`src/rtl/data_pipe_interconnect_sm_m0_pkg.sv`:
```
// Shared types and sizes for the 8-to-1 data-pipe merge interconnect.
package data_pipe_interconnect_pkg;

  localparam int NUM_PORTS = 8;
  localparam int PATH_W    = 3;

  typedef enum logic [1:0] {
    IDLE  = 2'd0,
    EMPTY = 2'd1,
    ONE   = 2'd2,
    TWO   = 2'd3
  } pipe_state_e;

endpackage

```
`src/rtl/data_pipe_interconnect_sm_m0_if.sv`:
```
// Valid/ready/data stream interface used on every port of the interconnect.
interface data_inf #(
  parameter int DSIZE = 8
);
  logic             valid;
  logic             ready;
  logic [DSIZE-1:0] data;

  modport master (output valid, output data, input ready);
  modport slaver (input valid, input data, output ready);
endinterface

```
`src/rtl/data_pipe_interconnect_sm_m0_skid2.sv`:
```
// Two-entry skid stage: connector drives the output, buffer catches the one
// word accepted while the output stalls. Upstream ready is registered.
module data_pipe_skid2
  import data_pipe_interconnect_pkg::*;
#(
  parameter int DSIZE = 8
) (
  input  logic             clk,
  input  logic             rst_n,
  input  logic             clk_en,
  input  logic             in_valid,
  input  logic [DSIZE-1:0] in_data,
  output logic             in_ready,
  output logic             out_valid,
  output logic [DSIZE-1:0] out_data,
  input  logic             out_ready,
  output logic             up_hs,
  output logic             empty_next,
  output logic             pipe_empty
);

  pipe_state_e      state_q, state_d;
  logic [DSIZE-1:0] connector_q, connector_d;
  logic [DSIZE-1:0] buffer_q, buffer_d;
  logic             connector_vld_q, connector_vld_d;
  logic             to_up_ready_q, to_up_ready_d;
  logic             dn_hs;

  assign up_hs      = in_valid & to_up_ready_q & clk_en;
  assign dn_hs      = connector_vld_q & out_ready & clk_en;
  assign in_ready   = to_up_ready_q;
  assign out_valid  = connector_vld_q;
  assign out_data   = connector_q;
  assign empty_next = (state_d == EMPTY);
  assign pipe_empty = (state_q == IDLE) || (state_q == EMPTY);

  // State and datapath registers, all cleared asynchronously.
  always_ff @(posedge clk or negedge rst_n) begin
    if (!rst_n) begin
      state_q         <= IDLE;
      connector_q     <= '0;
      buffer_q        <= '0;
      connector_vld_q <= 1'b0;
      to_up_ready_q   <= 1'b0;
    end else begin
      state_q         <= state_d;
      connector_q     <= connector_d;
      buffer_q        <= buffer_d;
      connector_vld_q <= connector_vld_d;
      to_up_ready_q   <= to_up_ready_d;
    end
  end

  // Occupancy tracking: count words held, moving only when clk_en is high.
  always_comb begin
    state_d = state_q;
    if (clk_en) begin
      case (state_q)
        IDLE:  state_d = EMPTY;
        EMPTY: if (up_hs) state_d = ONE;
        ONE: begin
          if (up_hs && !dn_hs)      state_d = TWO;
          else if (!up_hs && dn_hs) state_d = EMPTY;
        end
        TWO:   if (dn_hs) state_d = ONE;
        default: state_d = IDLE;
      endcase
    end
  end

  // Word movement between input, connector and buffer, plus the ready register.
  always_comb begin
    connector_d     = connector_q;
    buffer_d        = buffer_q;
    connector_vld_d = connector_vld_q;
    to_up_ready_d   = to_up_ready_q;
    if (clk_en) begin
      case (state_q)
        EMPTY: if (up_hs) connector_d = in_data;
        ONE: begin
          if (up_hs && dn_hs) connector_d = in_data;
          else if (up_hs)     buffer_d    = in_data;
        end
        TWO: begin
          if (dn_hs) begin
            connector_d = buffer_q;
            buffer_d    = '0;
          end
        end
        default: ;
      endcase
      connector_vld_d = (state_d == ONE) || (state_d == TWO);
      to_up_ready_d   = (state_d != TWO);
    end
  end

endmodule

```
`src/rtl/data_pipe_interconnect_sm_m0.sv`:
```
// 8-to-1 data-pipe merge: selects one upstream port into a shared skid stage.
// The selected path only changes while the skid holds no words.
module data_pipe_interconnect_sm_m0
  import data_pipe_interconnect_pkg::*;
#(
  parameter int DSIZE = 8
) (
  input  logic              clock,
  input  logic              rst_n,
  input  logic              clk_en,
  input  logic              vld_sw,
  input  logic [PATH_W-1:0] sw,
  output logic [PATH_W-1:0] curr_path,
  output logic              pipe_empty,
  data_inf.slaver           s00,
  data_inf.slaver           s01,
  data_inf.slaver           s02,
  data_inf.slaver           s03,
  data_inf.slaver           s04,
  data_inf.slaver           s05,
  data_inf.slaver           s06,
  data_inf.slaver           s07,
  data_inf.master           m00
);

  logic [NUM_PORTS-1:0] up_valid_vec;
  logic [NUM_PORTS-1:0] up_ready_vec;
  logic [DSIZE-1:0]     up_data_vec [NUM_PORTS];
  logic [PATH_W-1:0]    curr_path_q, curr_path_d;
  logic                 curr_path_vld_q, curr_path_vld_d;
  logic                 sel_valid;
  logic [DSIZE-1:0]     sel_data;
  logic                 to_up_ready;
  logic                 up_hs;
  logic                 empty_next;
  logic                 switch_en;

  assign up_valid_vec = {s07.valid, s06.valid, s05.valid, s04.valid,
                         s03.valid, s02.valid, s01.valid, s00.valid};
  assign up_data_vec[0] = s00.data;
  assign up_data_vec[1] = s01.data;
  assign up_data_vec[2] = s02.data;
  assign up_data_vec[3] = s03.data;
  assign up_data_vec[4] = s04.data;
  assign up_data_vec[5] = s05.data;
  assign up_data_vec[6] = s06.data;
  assign up_data_vec[7] = s07.data;
  assign s00.ready = up_ready_vec[0];
  assign s01.ready = up_ready_vec[1];
  assign s02.ready = up_ready_vec[2];
  assign s03.ready = up_ready_vec[3];
  assign s04.ready = up_ready_vec[4];
  assign s05.ready = up_ready_vec[5];
  assign s06.ready = up_ready_vec[6];
  assign s07.ready = up_ready_vec[7];

  assign sel_valid = up_valid_vec[curr_path_q] & curr_path_vld_q;
  assign sel_data  = up_data_vec[curr_path_q];
  assign curr_path = curr_path_q;
  assign switch_en = clk_en & vld_sw & empty_next & ~up_hs;

  // Only the active path ever sees ready; every other port stays stalled.
  always_comb begin
    up_ready_vec              = '0;
    up_ready_vec[curr_path_q] = to_up_ready & curr_path_vld_q;
  end

  // Path switch takes effect only when the pipe will be empty after this cycle.
  always_comb begin
    curr_path_d     = curr_path_q;
    curr_path_vld_d = curr_path_vld_q;
    if (switch_en) begin
      curr_path_d     = sw;
      curr_path_vld_d = 1'b1;
    end
  end

  // Path selection registers.
  always_ff @(posedge clock or negedge rst_n) begin
    if (!rst_n) begin
      curr_path_q     <= '0;
      curr_path_vld_q <= 1'b0;
    end else begin
      curr_path_q     <= curr_path_d;
      curr_path_vld_q <= curr_path_vld_d;
    end
  end

  data_pipe_skid2 #(.DSIZE(DSIZE)) u_skid (
    .clk        (clock),
    .rst_n      (rst_n),
    .clk_en     (clk_en),
    .in_valid   (sel_valid),
    .in_data    (sel_data),
    .in_ready   (to_up_ready),
    .out_valid  (m00.valid),
    .out_data   (m00.data),
    .out_ready  (m00.ready),
    .up_hs      (up_hs),
    .empty_next (empty_next),
    .pipe_empty (pipe_empty)
  );

endmodule
```
`src/flat_wrapper.sv`:
```
// flat-port wrapper written by rule: the top's interface ports become plain ports
module data_pipe_interconnect_sm_m0_flat import data_pipe_interconnect_pkg::*;
#(
  parameter int DSIZE = 8
)
  (clock, rst_n, clk_en, vld_sw, sw, curr_path, pipe_empty, s00_valid, s00_data, s00_ready, s01_valid, s01_data, s01_ready, s02_valid, s02_data, s02_ready, s03_valid, s03_data, s03_ready, s04_valid, s04_data, s04_ready, s05_valid, s05_data, s05_ready, s06_valid, s06_data, s06_ready, s07_valid, s07_data, s07_ready, m00_valid, m00_data, m00_ready);
  data_inf #(.DSIZE(DSIZE)) s00_i ();
  data_inf #(.DSIZE(DSIZE)) s01_i ();
  data_inf #(.DSIZE(DSIZE)) s02_i ();
  data_inf #(.DSIZE(DSIZE)) s03_i ();
  data_inf #(.DSIZE(DSIZE)) s04_i ();
  data_inf #(.DSIZE(DSIZE)) s05_i ();
  data_inf #(.DSIZE(DSIZE)) s06_i ();
  data_inf #(.DSIZE(DSIZE)) s07_i ();
  data_inf #(.DSIZE(DSIZE)) m00_i ();
  input  logic clock;
  input  logic rst_n;
  input  logic clk_en;
  input  logic vld_sw;
  input  logic [PATH_W-1:0] sw;
  output logic [PATH_W-1:0] curr_path;
  output logic pipe_empty;
  input wire logic [$bits(s00_i.valid)-1:0] s00_valid;
  input wire logic [$bits(s00_i.data)-1:0] s00_data;
  output wire logic [$bits(s00_i.ready)-1:0] s00_ready;
  input wire logic [$bits(s01_i.valid)-1:0] s01_valid;
  input wire logic [$bits(s01_i.data)-1:0] s01_data;
  output wire logic [$bits(s01_i.ready)-1:0] s01_ready;
  input wire logic [$bits(s02_i.valid)-1:0] s02_valid;
  input wire logic [$bits(s02_i.data)-1:0] s02_data;
  output wire logic [$bits(s02_i.ready)-1:0] s02_ready;
  input wire logic [$bits(s03_i.valid)-1:0] s03_valid;
  input wire logic [$bits(s03_i.data)-1:0] s03_data;
  output wire logic [$bits(s03_i.ready)-1:0] s03_ready;
  input wire logic [$bits(s04_i.valid)-1:0] s04_valid;
  input wire logic [$bits(s04_i.data)-1:0] s04_data;
  output wire logic [$bits(s04_i.ready)-1:0] s04_ready;
  input wire logic [$bits(s05_i.valid)-1:0] s05_valid;
  input wire logic [$bits(s05_i.data)-1:0] s05_data;
  output wire logic [$bits(s05_i.ready)-1:0] s05_ready;
  input wire logic [$bits(s06_i.valid)-1:0] s06_valid;
  input wire logic [$bits(s06_i.data)-1:0] s06_data;
  output wire logic [$bits(s06_i.ready)-1:0] s06_ready;
  input wire logic [$bits(s07_i.valid)-1:0] s07_valid;
  input wire logic [$bits(s07_i.data)-1:0] s07_data;
  output wire logic [$bits(s07_i.ready)-1:0] s07_ready;
  output wire logic [$bits(m00_i.valid)-1:0] m00_valid;
  output wire logic [$bits(m00_i.data)-1:0] m00_data;
  input wire logic [$bits(m00_i.ready)-1:0] m00_ready;
  assign s00_i.valid = s00_valid;
  assign s00_i.data = s00_data;
  assign s00_ready = s00_i.ready;
  assign s01_i.valid = s01_valid;
  assign s01_i.data = s01_data;
  assign s01_ready = s01_i.ready;
  assign s02_i.valid = s02_valid;
  assign s02_i.data = s02_data;
  assign s02_ready = s02_i.ready;
  assign s03_i.valid = s03_valid;
  assign s03_i.data = s03_data;
  assign s03_ready = s03_i.ready;
  assign s04_i.valid = s04_valid;
  assign s04_i.data = s04_data;
  assign s04_ready = s04_i.ready;
  assign s05_i.valid = s05_valid;
  assign s05_i.data = s05_data;
  assign s05_ready = s05_i.ready;
  assign s06_i.valid = s06_valid;
  assign s06_i.data = s06_data;
  assign s06_ready = s06_i.ready;
  assign s07_i.valid = s07_valid;
  assign s07_i.data = s07_data;
  assign s07_ready = s07_i.ready;
  assign m00_valid = m00_i.valid;
  assign m00_data = m00_i.data;
  assign m00_i.ready = m00_ready;
  data_pipe_interconnect_sm_m0 #(.DSIZE(DSIZE)) u_core (.clock(clock), .rst_n(rst_n), .clk_en(clk_en), .vld_sw(vld_sw), .sw(sw), .curr_path(curr_path), .pipe_empty(pipe_empty), .s00(s00_i), .s01(s01_i), .s02(s02_i), .s03(s03_i), .s04(s04_i), .s05(s05_i), .s06(s06_i), .s07(s07_i), .m00(m00_i));
endmodule
```
`config.mk`:
```
export PLATFORM = sky130hd
export DESIGN_NAME = data_pipe_interconnect_sm_m0_flat
export DESIGN_NICKNAME = d
export VERILOG_FILES = /design/src/rtl/data_pipe_interconnect_sm_m0_pkg.sv /design/src/rtl/data_pipe_interconnect_sm_m0_if.sv /design/src/rtl/data_pipe_interconnect_sm_m0_skid2.sv /design/src/rtl/data_pipe_interconnect_sm_m0.sv /design/src/flat_wrapper.sv
export SDC_FILE = /design/constraint.sdc
export NUM_CORES = 1
export LEC_CHECK = 0
export CORE_ASPECT_RATIO = 0.75
export CORE_MARGIN = 2
export CORE_UTILIZATION = 35
export DETAILED_ROUTE_END_ITERATION = 10
export GPL_TIMING_DRIVEN = 0
export HOLD_SLACK_MARGIN = 0.12
export PLACE_DENSITY = 0.74
export SYNTH_ARGS = -nofsm -noshare
export SYNTH_HDL_FRONTEND = slang
export SYNTH_SLANG_ARGS = --single-unit
```
`constraint.sdc`:
```
create_clock -name clock -period 5.3 [get_ports clock]
set_input_delay 1.325 -clock clock [delete_from_list [all_inputs] [get_ports clock]]
set_output_delay 1.325 -clock clock [all_outputs]
set_load 0.1 [all_outputs]
```
## Word level (Yosys, flattened, before mapping)

Cells that the tools add are included.

- Bits in latches: 0
- Output and inout bits: 21
- Logic and storage cells: 67
- Register bits after elaboration: 24
- RAM bits: 0
- Bits of input ports: 80
- Memories: 0
- Bits in read-only memories: 0

- Multipliers: 0
- Multiplexer cells: 20
- Bitwise gates (word level): 12
- Reductions and logical operators: 13
- Shift-type cells: 0
- Divide/modulo/power cells: 0
- Equality and inequality tests: 12
- Add/subtract/negate cells: 0
- Order comparisons: 3

Operators by type and width:

| operator | number |
|---|---|
| 2-to-1 mux 8 bit | 7 |
| binary-select mux 8 bit (select 3 bit) | 1 |
| case mux 8 bit (3 select lines) | 1 |
| case mux 8 bit (2 select lines) | 1 |
| != test 2 bit (second input constant) | 6 |
| 2-to-1 mux 2 bit | 5 |
| AND reduction 5 bit | 2 |
| AND 1 bit | 9 |
| AND 8 bit | 1 |
| == test 2 bit (second input constant) | 4 |
| case mux 2 bit (4 select lines) | 1 |
| == test 2 x 1 -> 1 bit (second input constant) | 2 |
| >= comparator 4 bit (second input constant) | 1 |
| logical AND 1 bit | 4 |
| < comparator 3 x 4 -> 1 bit (second input constant) | 1 |
| NOT 3 -> 4 bit | 1 |
| binary-select mux 1 bit (select 3 bit) | 1 |
| demux 1 bit (select 3 bit) | 1 |
| >= comparator 3 x 1 -> 1 bit (second input constant) | 1 |
| nonzero test 3 bit | 1 |
| logical NOT 1 bit | 2 |
| logical NOT 2 bit | 1 |
| logical OR 1 bit | 2 |
| 2-to-1 mux 1 bit | 2 |
| other kinds (2) | 2 |

## Depth between registers and ports, before layout

Gate-level depths: netlist of run 1.

- Depth in word-level cells: 14
- Mapped depth: 7
- Depth with buffers taken out: 5

## By module

Synthesis of run 1 repeated with hierarchy kept, for this count alone.

- Cells, all modules: 134
- Area, all modules: 1756.7 sq um

By module, submodules not included:

| module | seq. area each (sq um) | area an instance (sq um) | cells an instance | instances |
|---|---|---|---|---|
| data_pipe_skid2 | 500.5 | 938.4 | 74 | 1 |
| data_pipe_interconnect_sm_m0 | 100.1 | 818.3 | 60 | 1 |

## Worst setup path after synthesis of run 1

No wires, ideal clock.

- Kind: register to output
- Start point: register u_core.curr_path_q[2], in the netlist u_core.curr_path[2]
- End point: output port s00_ready
- Cell stages (with the launch flop): 4
- Arrival time: 3466 ps
- Path buffers: 2
- Data required time: 3975 ps
- Slack: 509 ps
- Cells stage by stage: dfrtp_1 -> buf_2 -> clkbuf_1 -> nor3_1

- Word-level cells in the longest chain between the ends: 5
- Elaborated cells on any way between the ends: 6
- Classes of those cells: order compare: 2; mux: 2; bitwise: 1; reduce/logical: 1

Ends and longest elaborated chain:

| element | RTL line | source |
|---|---|---|
| start: declaration | data_pipe_interconnect_sm_m0.sv:29 | `logic [PATH_W-1:0] curr_path_q, curr_path_d;` |
| start signal: assignment | data_pipe_interconnect_sm_m0.sv:84 | `curr_path_q <= curr_path_d;` |
| < comparator 3 x 4 -> 1 bit (not written as such) / >= comparator 3 x 1 -> 1 bit (equally long branches) | data_pipe_interconnect_sm_m0.sv:65 | `up_ready_vec[curr_path_q] = to_up_ready & curr_path_vld_q;` |
| logical AND 1 bit (not written as such) | data_pipe_interconnect_sm_m0.sv:65 |  |
| 2-to-1 mux 1 bit (not written as such) | data_pipe_interconnect_sm_m0.sv:65 |  |
| demux 1 bit (select 3 bit) * | - |  |
| AND 8 bit (no line) * | - |  |
| end: declaration | flat_wrapper.sv:25 | `output wire logic [$bits(s00_i.ready)-1:0] s00_ready;` |

Mark *: on every way between the ends. The rest lies on a longest branch, timed or not.

## Worst setup path in the final report of run 1

- Start point: register u_core.curr_path_q[2], in the netlist u_core.curr_path[2]
- End point: output port s04_ready

- Word-level cells in the longest chain between the ends: 5
- Elaborated cells on any way between the ends: 6
- Classes of those cells: order compare: 2; mux: 2; bitwise: 1; reduce/logical: 1

Ends and longest elaborated chain:

| element | RTL line | source |
|---|---|---|
| < comparator 3 x 4 -> 1 bit (not written as such) / >= comparator 3 x 1 -> 1 bit (equally long branches) | data_pipe_interconnect_sm_m0.sv:65 |  |
| logical AND 1 bit (not written as such) | data_pipe_interconnect_sm_m0.sv:65 |  |
| 2-to-1 mux 1 bit (not written as such) | data_pipe_interconnect_sm_m0.sv:65 |  |
| demux 1 bit (select 3 bit) * | - |  |
| AND 8 bit (no line) * | - |  |
| end: declaration | flat_wrapper.sv:37 | `output wire logic [$bits(s04_i.ready)-1:0] s04_ready;` |

Marked as above.

==> results of run 1 <==
-- where the power goes --
part           internal [mW]  leakage, nW  total [mW]  switching (mW)
clock                  0.101       0.0357       0.162          0.0605
sequential             0.270        0.296       0.336          0.0655
combinational          0.456        0.902        1.39           0.939
-- worst min-delay path by stage --
stage | start | slack [ns] | end
2_1_floorplan | u_core.curr_path_vld_q | 0.49 | u_core.curr_path_vld_q
3_3_place_gp | u_core.u_skid.out_data[4] | 0.49 | u_core.u_skid.out_data[4]
3_5_place_dp | u_core.u_skid.out_data[7] | 0.50 | u_core.u_skid.out_data[7]
6_report | u_core.u_skid.out_data[5] | 0.51 | u_core.u_skid.out_data[5]
5_1_grt | u_core.u_skid.out_data[5] | 0.53 | u_core.u_skid.out_data[5]
4_1_cts | u_core.u_skid.out_data[7] | 0.52 | u_core.u_skid.out_data[7]
-- cell usage in the layout, fill, tap and decap left out, drive strengths merged, types with 2 or more instances in the layout --
cell type	count
dfrtp	24
buf	6
mux2	11
a21oi	10
clkdlybuf4s50	99
nand3	12
nor3	2
inv	2
and3	2
nand2b	2
clkbuf	11
nand2	35
mux2i	44
o21ai	5
and2	2
a22oi	8
nor2b	2
nor2	11
-- flip-flops by register name (all words and copies together) (netlist names) --
| register | count |
|---|---|
| u_core.u_skid.state_q | 2 |
| u_core.curr_path | 3 |
| u_core.curr_path_vld_q | 1 |
| u_core.u_skid.out_valid | 1 |
| u_core.u_skid.buffer_q | 8 |
| u_core.u_skid.in_ready | 1 |
| u_core.u_skid.out_data | 8 |
-- per-stage QoR --
step	area [µm²]	power, mW
floorplan	1790	1.39
global route	2920	2.00
detailed placement	2850	1.73
global placement	2850	1.72
finish	2920	1.89
CTS	2920	1.90
-- kinds of logic (layout without fill, tap and decap cells) --
family	Yosys count	count (layout)	share of synthesized area [%]
AOI/OAI and AO/OA	28	28	10.0
xor gates and xnor gates	1	1	0.491
buffers and inverters	16	119	4.35
and+or+nand+nor	73	73	18.6
muxes	56	56	32.9
DFF	24	24	33.6
-- Yosys cell counts (all sizes together) (2+ instances only) --
cell	instances	area, µm²
nand2	35	131
mux2	11	124
nor2	11	48.8
and3	2	12.5
a22oi	8	60.1
nand2b	2	12.5
dfrtp	24	601
inv	2	7.51
clkbuf	8	30.0
o21ai	5	25.0
and2	2	12.5
nor2b	2	12.5
mux2i	44	440
nand3	12	60.1
nor3	2	10.0
buf	6	40.0
a21oi	10	50.1
-- critical path: stages, from the launching register on --
cell and delay (ns):
sky130_fd_sc_hd__dfrtp_1 0.43, sky130_fd_sc_hd__buf_2 0.30, sky130_fd_sc_hd__clkbuf_1 0.46, sky130_fd_sc_hd__nand2b_1 0.15, sky130_fd_sc_hd__nor2_1 0.13, sky130_fd_sc_hd__clkdlybuf4s50_1 1.14
-- per-layer routing --
layer | track usage (%) | vias to the layer above
li1 | - | 914
met1 | 27.1 | 810
met2 | 26.7 | 83
met3 | 3.75 | 3
met4 | 4.69 | 0
met5 | 0 | -
-- layout make-up --
cell class | count | area, µm²
clock inverters | 1 | 30.0
clock buffers | 3 | 41.3
fillers | 435 | 1980
flip-flops and latches | 24 | 601
multi-input cells | 158 | 1110
repair buffers | 99 | 991
plain buffers | 14 | 70.1
well taps | 60 | 75.1
inverters | 2 | 7.51
==> results.cfg, run 1 <==
[final_layout]
layout.nets = 382
area_growth_pct = 63.7
diodes = 0
final_cells = 361
finalCoreUtilization_pct = 59.7
drive_above_1_share_pct = 7.64

[routing]
route.final.wire_length_um = 5400
routedLengthMet1_um = 2690
ant_nets = 0
top_signal_layer_used = met4
viasPerCell = 5.01
drt_first_iter_violations = 78
route.met3.wl_um = 425
routedWlPerCell_um = 15.0
met2_wirelength_um = 2250
drcViolationCount = 0
detail_route.first_pass.iterations = 4
num_vias = 1810

[synth]
yosys_most_used_dff = sky130_fd_sc_hd__dfrtp_1
synth_sequential_area_ratio_pct = 33.6
ys_ff_latch = 24
syn-cell-area_mm2 = 0.00179
synth_fp_nets = 278
synth-warning-count = 0
average_instance_area_after_synthesis_um2 = 9.02
synth_enable_flop_cells = 0
postSynthCellCount = 198
synthArstFlopShare_pct = 100
ys_types = 33

[floorplan]
floorplan.initialDensity_pct = 36.4
ios = 101
core.rowCount = 22
core_area_mm2 = 0.00490
fp.dieH_um = 65.9
die_w_um = 86.5
design.die.area_mm2 = 0.00569

[clock_network]
cts_hold_buf = 0
worst_skew_pair.late_latency_ns = 0.27
cts_root_buffer = sky130_fd_sc_hd__clkbuf_8
cts_num_sinks = 24
post_cts.resized_instances = 0
cts_tree = yes
cts_post_setup_buffers_inserted = 0
cts.reportedPaths.clkPinSlew_ns = 0.09
max-clock-path-buffers = 2
ctsHtreeMaxLevel = 1
tritoncts.num_buffers = 3

[min_path]
whs_path_depth = 1
holdCritPathClass = reg -> reg

[sta]
slew_viol_final = 0
finalWorstSetupSlack_ns = 1.09
final.hold.worst_slack_ns = 0.514
max_frequency_mhz = 237
final.min_clock_period_ns = 4.21
timing_hold_violations_final = 0
worst_slew_pin_slew_ns = 1.06
worst_clock_skew_ns = 0.00525
grt_setup_unrepaired = false
setup_viol = 0
finalSetupTns_ns = 0
worst_case_headroom_to_the_max_slew_limit_pct = 29.3
final.period_utilization_pct = 79.5

[pwr]
leakage_power_summed_over_all_cells_nw = 1.23
vdd_drop_max_mv = 0.449
pwr_density_cell_mw_per_mm2 = 647

[global_routing]
antenna_found_initial = 0
first_global_vias = 1616
grt_start_max_net_pins = 25
grtUsageTotal_pct = 18.2
grt_pass1_wl_um = 8070
gr-total-overflow = 0

[worst_setup_path]
setup_crit_path_kind = reg -> out
rrSetupSlack_ns = 3.20
required_ns = 3.97
worstPathMaxFanout = 10
reg_to_reg_critical_path_startpoint = u_core.curr_path[2]
crit_end = s04_ready
worst_r2r_endpoint = u_core.u_skid.out_data[2]
cp-start-kind = flip-flop
rr_worst_depth = 6
cp_data_arrival_time_ns = 2.89
cp-startpoint = u_core.curr_path[2]
end_kind = output pin

[run_status]
status = completed

[placed_design]
dp_hpwl_um = 4260
buffer_ports.inserted = 99
placement.setup.worst_slack_ns = 1.37
globalplace.congestion = 0.820
placed_cells = 357

[run]
max_cap_viol_count = 0
Note: power is estimated with default switching activity, not from simulation.
==> run 2: changes to the inputs <==
- PLACE_DENSITY: 0.74 -> 0.77
- clock period: 5.3 -> 3.5 ns (I/O delays scaled with it)
==> results.cfg, run 2 (same netlist as run 1, synthesis figures left out) <==
[min_path]
holdCritPathClass = reg -> reg
hold_path.startpoint = u_core.u_skid.out_data[6]

[final_layout]
layout.cells.most_common = sky130_fd_sc_hd__clkdlybuf4s50_1
area_growth_pct = 64.2
multiInputGateArea_mm2 = 0.00113
area_occupied_by_registers_um2 = 601
layout.nets = 382
drive_above_1_share_pct = 11.0
diodes = 0
design_area_mm2 = 0.00293
final_cells = 361
top_library_cells_by_usage_in_the_layout_fill_and_taps_aside = sky130_fd_sc_hd__clkdlybuf4s50_1, sky130_fd_sc_hd__mux2i_1, sky130_fd_sc_hd__nand2_1
final.fill_count = 437

[routing]
route.final.wire_length_um = 5430
ant_nets = 0
detail_route.first_pass.iterations = 4
drt_first_iter_violations = 74
viasPerCell = 5.08
drcViolationCount = 0
routedWlPerCell_um = 15.0
num_vias = 1833

[sta]
final.period_utilization_pct = 95.4
finalSetupTns_ns = 0
max_frequency_mhz = 299
slew_viol_final = 0
worst_clock_skew_ns = 0.00645
timing_hold_violations_final = 0
final.min_clock_period_ns = 3.34
setup_viol = 0
worst_slew_pin_slew_ns = 1.09
finalWorstSetupSlack_ns = 0.160
grt_setup_unrepaired = false
final.hold.worst_slack_ns = 0.515
worst_case_headroom_to_the_max_slew_limit_pct = 27.2

[clock_network]
cts.reportedPaths.clkPinSlew_ns = 0.09
post_cts.resized_instances = 16
max-clock-path-buffers = 2
tritoncts.num_buffers = 3
worst_skew_pair.late_latency_ns = 0.27
ctsHtreeMaxLevel = 1
cts_root_buffer = sky130_fd_sc_hd__clkbuf_8
cts_hold_buf = 0
cts_num_sinks = 24
cts_tree = yes
cts_post_setup_buffers_inserted = 0

[worst_setup_path]
worst_r2r_endpoint = u_core.u_skid.out_data[7]
rr_worst_depth = 5
setup_crit_path_kind = reg -> out
cp-start-kind = flip-flop
cp-startpoint = u_core.curr_path[2]
cp_data_arrival_time_ns = 2.46
rrSetupSlack_ns = 1.33
crit_end = s03_ready
reg_to_reg_critical_path_startpoint = u_core.u_skid.state_q[1]
worstPathMaxFanout = 10
required_ns = 2.62
end_kind = output pin

[floorplan]
floorplan.initialDensity_pct = 36.4
design.die.area_mm2 = 0.00569
ios = 101
core_area_mm2 = 0.00490
fp.dieH_um = 65.9
die_w_um = 86.5
core.rowCount = 22

[run]
max_cap_viol_count = 0

[global_routing]
antenna_found_initial = 0
first_global_vias = 1724
grt_pass1_wl_um = 8480
grtUsageTotal_pct = 19.0
grt_start_max_net_pins = 25
gr-total-overflow = 0

[placed_design]
dp_hpwl_um = 4290
placement.setup.worst_slack_ns = -0.0463
placed_cells = 357
globalplace.congestion = 0.835
placed_area_mm2 = 0.00288
buffer_ports.inserted = 99

[run_status]
status = completed

[pwr]
leakage_power_summed_over_all_cells_nw = 1.24
pwr_density_cell_mw_per_mm2 = 966
vdd_drop_max_mv = 0.537
==> run 2: cell types whose count changed in the layout (fill, tap and decap cells not counted), moves of 2 or more <==
| cell | before | now |
|---|---|---|
| sky130_fd_sc_hd__clkdlybuf4s50_1 | 99 | 91 |
| sky130_fd_sc_hd__dlygate4sd2_1 | 0 | 4 |
| sky130_fd_sc_hd__nor2_2 | 0 | 4 |
| sky130_fd_sc_hd__nor2_4 | 1 | 3 |
| sky130_fd_sc_hd__nor2_1 | 10 | 4 |
| sky130_fd_sc_hd__clkdlybuf4s15_2 | 0 | 4 |
==> run 2: routing by layer <==
metal	part of all wire [%]	global-route usage, %	vias up
met5	0	0	-
met4	0.79	4.10	0
met3	8.1	3.62	5
met2	44	30.3	71
met1	47	26.9	842
li1	-	-	915
==> run 2: worst max-delay path: stages, from the launching register on <==
cell and delay [ns]:
sky130_fd_sc_hd__dfrtp_1 0.44, sky130_fd_sc_hd__buf_2 0.23, sky130_fd_sc_hd__clkbuf_1 0.29, sky130_fd_sc_hd__nand2b_1 0.27, sky130_fd_sc_hd__nor2_2 0.10, sky130_fd_sc_hd__dlygate4sd2_1 0.86
==> run 2: per-stage QoR <==
| step | util, % | power (mW) |
|---|---|---|
| floorplan | - | 2.14 |
| global placement | 58.7 | 2.64 |
| detailed placement | 58.7 | 2.66 |
| CTS | 59.8 | 2.85 |
| global route | 59.8 | 3.01 |
| finish | 59.8 | 2.83 |
==> run 2: area by class of cell <==
type | count | share of cell area [%]
buffer | 14 | 2.39
tap | 60 | 2.56
clock buffer | 4 | 1.88
timing repair buffer | 99 | 33.8
multi-input combinational | 158 | 38.6
inverter | 2 | 0.256
sequential | 24 | 20.5
==> run 2: worst min-delay path by stage <==
stage                                end  slack (ns)  depth (start not counted)
2_1_floorplan     u_core.curr_path_vld_q        0.49                          1
3_3_place_gp   u_core.u_skid.out_data[3]        0.49                          1
3_5_place_dp   u_core.u_skid.out_data[1]        0.50                          1
4_1_cts        u_core.u_skid.out_data[0]        0.52                          1
5_1_grt        u_core.u_skid.out_data[0]        0.53                          1
6_report       u_core.u_skid.out_data[6]        0.51                          1
==> run 2: where the power goes <==
part,internal [mW],switching (mW),total [mW]
clock,0.101,0.0881,0.189
sequential,0.409,0.100,0.509
combinational,0.681,1.45,2.13
total,1.19,1.64,2.83
==> variant (settings of run 2) <==
Reset style: synchronous (`rst_n`), changed in 2 clocked blocks. Comments in the files are not updated.
--- a/src/rtl/data_pipe_interconnect_sm_m0_skid2.sv
+++ b/src/rtl/data_pipe_interconnect_sm_m0_skid2.sv
@@ -36,5 +36,5 @@
 
   // State and datapath registers, all cleared asynchronously.
-  always_ff @(posedge clk or negedge rst_n) begin
+  always_ff @(posedge clk) begin
     if (!rst_n) begin
       state_q         <= IDLE;
--- a/src/rtl/data_pipe_interconnect_sm_m0.sv
+++ b/src/rtl/data_pipe_interconnect_sm_m0.sv
@@ -77,5 +77,5 @@
 
   // Path selection registers.
-  always_ff @(posedge clock or negedge rst_n) begin
+  always_ff @(posedge clock) begin
     if (!rst_n) begin
       curr_path_q     <= '0;
Formal check against the unedited RTL: differs if rst_n is asserted again (counterexample within 4 cycles, from zero or initial values and one cycle with rst_n low); with rst_n held inactive, the same outputs for 4 cycles.
==> variant against run 2 <==
Non-clock buffer count rose by 3. Sequential share of layout area down 3.9 points. Sequential cell count did not move. Critical path depth up 1. Setup slack got worse by 34 ps. Wire length rose by 7.7%. Cell area is 0.51% higher. Synthesized area decreased by 0.28%. First-iteration DRC count increased by 42%.
Power is left out: it rests on default switching activity, and per cell area and clock period it moved more than threefold.
==> variant: results (changes against run 2) <==
Drt
  – Initial drt markers: 105 (+42%)
  – Final wirelength: 5840 um (+7.7%)
  – WL/cell: 15.8 um (+5.1%)
  – DRT Pass-1 Iters: 4 (unchanged)
  – Vias: 2019 (+10%)

Global route
  – Vias in the first global route: 2055 (+19%)
  – Antenna violations before repair: 0 (unchanged)
  – First-pass GRT wire length: 9620 um (+13%)
  – Tot GR Track Use: 21.5% (+2.4 points)
  – Largest net degree at the start of global routing: 14 (-44%)

Clock network
  – CTS clk-pin slew, worst paths: 90 ps (about the same)
  – Clk buf depth: 2 (unchanged)
  – CTS root buffer: clkbuf_8
  – CTS Buf Count: 3 (unchanged)
  – Postcts setup bufs: 0 (unchanged)
  – # H-tree levels: 1 (unchanged)
  – Worst-Skew Late Latency: 280 ps

Finish
  – Fillers: 440 (+0.69%)
  – Share of cells above drive strength 1: 16.5% (+5.5 points)
  – Antenna diodes: 0 (unchanged)
  – Final #Nets: 391 (+2.4%)

Yosys
  – Synth Flop Type: dfxtp_1
  – Register area share after synthesis: 27.0% (-6.7 points)
  – Post-synthesis cell type count: 42 (+27%)
  – Main area contributors after synthesis: dfxtp_1, mux2i_1, mux2_2
  – Syn_nets: 289 (+4.0%)
  – Post-synth top cells: nand2_1, dfxtp_1, mux2i_1
  – Synth Instances: 209 (+5.6%)
  – Async SR Flop Fraction: 0% (-100 points)

Placement
  – Port Buffers: 98 (-1.0%)
  – DP Worst Slack: -453 ps (-407 ps)
  – DP Cell Count: 367 (+2.8%)
  – Placer Congestion: 0.779 (-6.7%)
  – Dpl hpwl: 4730 um (+10%)

Critical path
  – Critical path startpoint: u_core.curr_path[1]
  – Slowest-stage cell, CP: clkdlybuf4s18_2
  – CP max stage delay: 560 ps (-300 ps)
  – R2r endpoint: u_core.u_skid.out_data[4]
  – Delay-heaviest family, CP: buffers and inverters
  – R2R Path Start: u_core.curr_path[0]
  – Worst R2R Setup Slack: 1190 ps (-140 ps)
  – Worst Setup EP: s02_ready
  – R2R cell count: 7 (+2)
  – Worst-path fanout max: 10 (unchanged)
  – Critical Path AT: 2500 ps (+40 ps)

Status
  – Status: complete, no violations

Worst hold path
  – HP Class: reg2reg

STA
  – Post-route minimum period: 3370 ps (+34.5 ps)
  – Clock Skew: 6.28 ps (-0.164 ps)
  – Max_slew headroom: 33.9% (+6.7 points)
variant: kinds of logic (layout without fill, tap and decap cells):
family / count (synthesis) / in the layout / synth area share [%]
AND/OR/NAND/NOR: 75 / 75 / 21.8
AO/OA/AOI/OAI: 53 / 53 / 21.3
multiplexers: 35 / 35 / 24.0
flip-flops: 24 / 24 / 27.0
buffers and inverters: 22 / 123 / 5.90
variant: area by class of cell:
class	count	area, sq um	share of cell area [%]
Buffer	18	93.8	3.18
Clock buffer	4	45.0	1.53
Tap cell	60	75.1	2.55
Inverter	3	11.3	0.382
Timing Repair Buffer	98	956	32.4
Multi-Input combinational cell	163	1280	43.3
Sequential cell	24	489	16.6
variant: worst min path at each step:
stage                     slack (ps)                 startpoint  depth (start not counted)                        end
final                            470  u_core.u_skid.out_data[4]                          2  u_core.u_skid.out_data[4]
after global routing             500  u_core.u_skid.out_data[4]                          2  u_core.u_skid.out_data[4]
after floorplan                  450  u_core.u_skid.buffer_q[1]                          2  u_core.u_skid.out_data[1]
after detailed placement         460  u_core.u_skid.out_data[4]                          2  u_core.u_skid.out_data[4]
after CTS                        470  u_core.u_skid.out_data[4]                          2  u_core.u_skid.out_data[4]
after global placement           450  u_core.u_skid.out_data[4]                          2  u_core.u_skid.out_data[4]
variant: per-layer routing:
| layer | vias up | part of all wire, % | track usage, % |
|---|---|---|---|
| li1 | 982 | - | - |
| met1 | 952 | 44 | 26.9 |
| met2 | 79 | 47 | 37.4 |
| met3 | 6 | 7.9 | 5.12 |
| met4 | 0 | 0.91 | 5.08 |
| met5 | - | 0 | 0 |
variant: timing repair:
action | in CTS | in global routing
setup endpoints to repair | 8 | 7
hold buffers | 0 | 0
gates resized for setup | 30 | 4
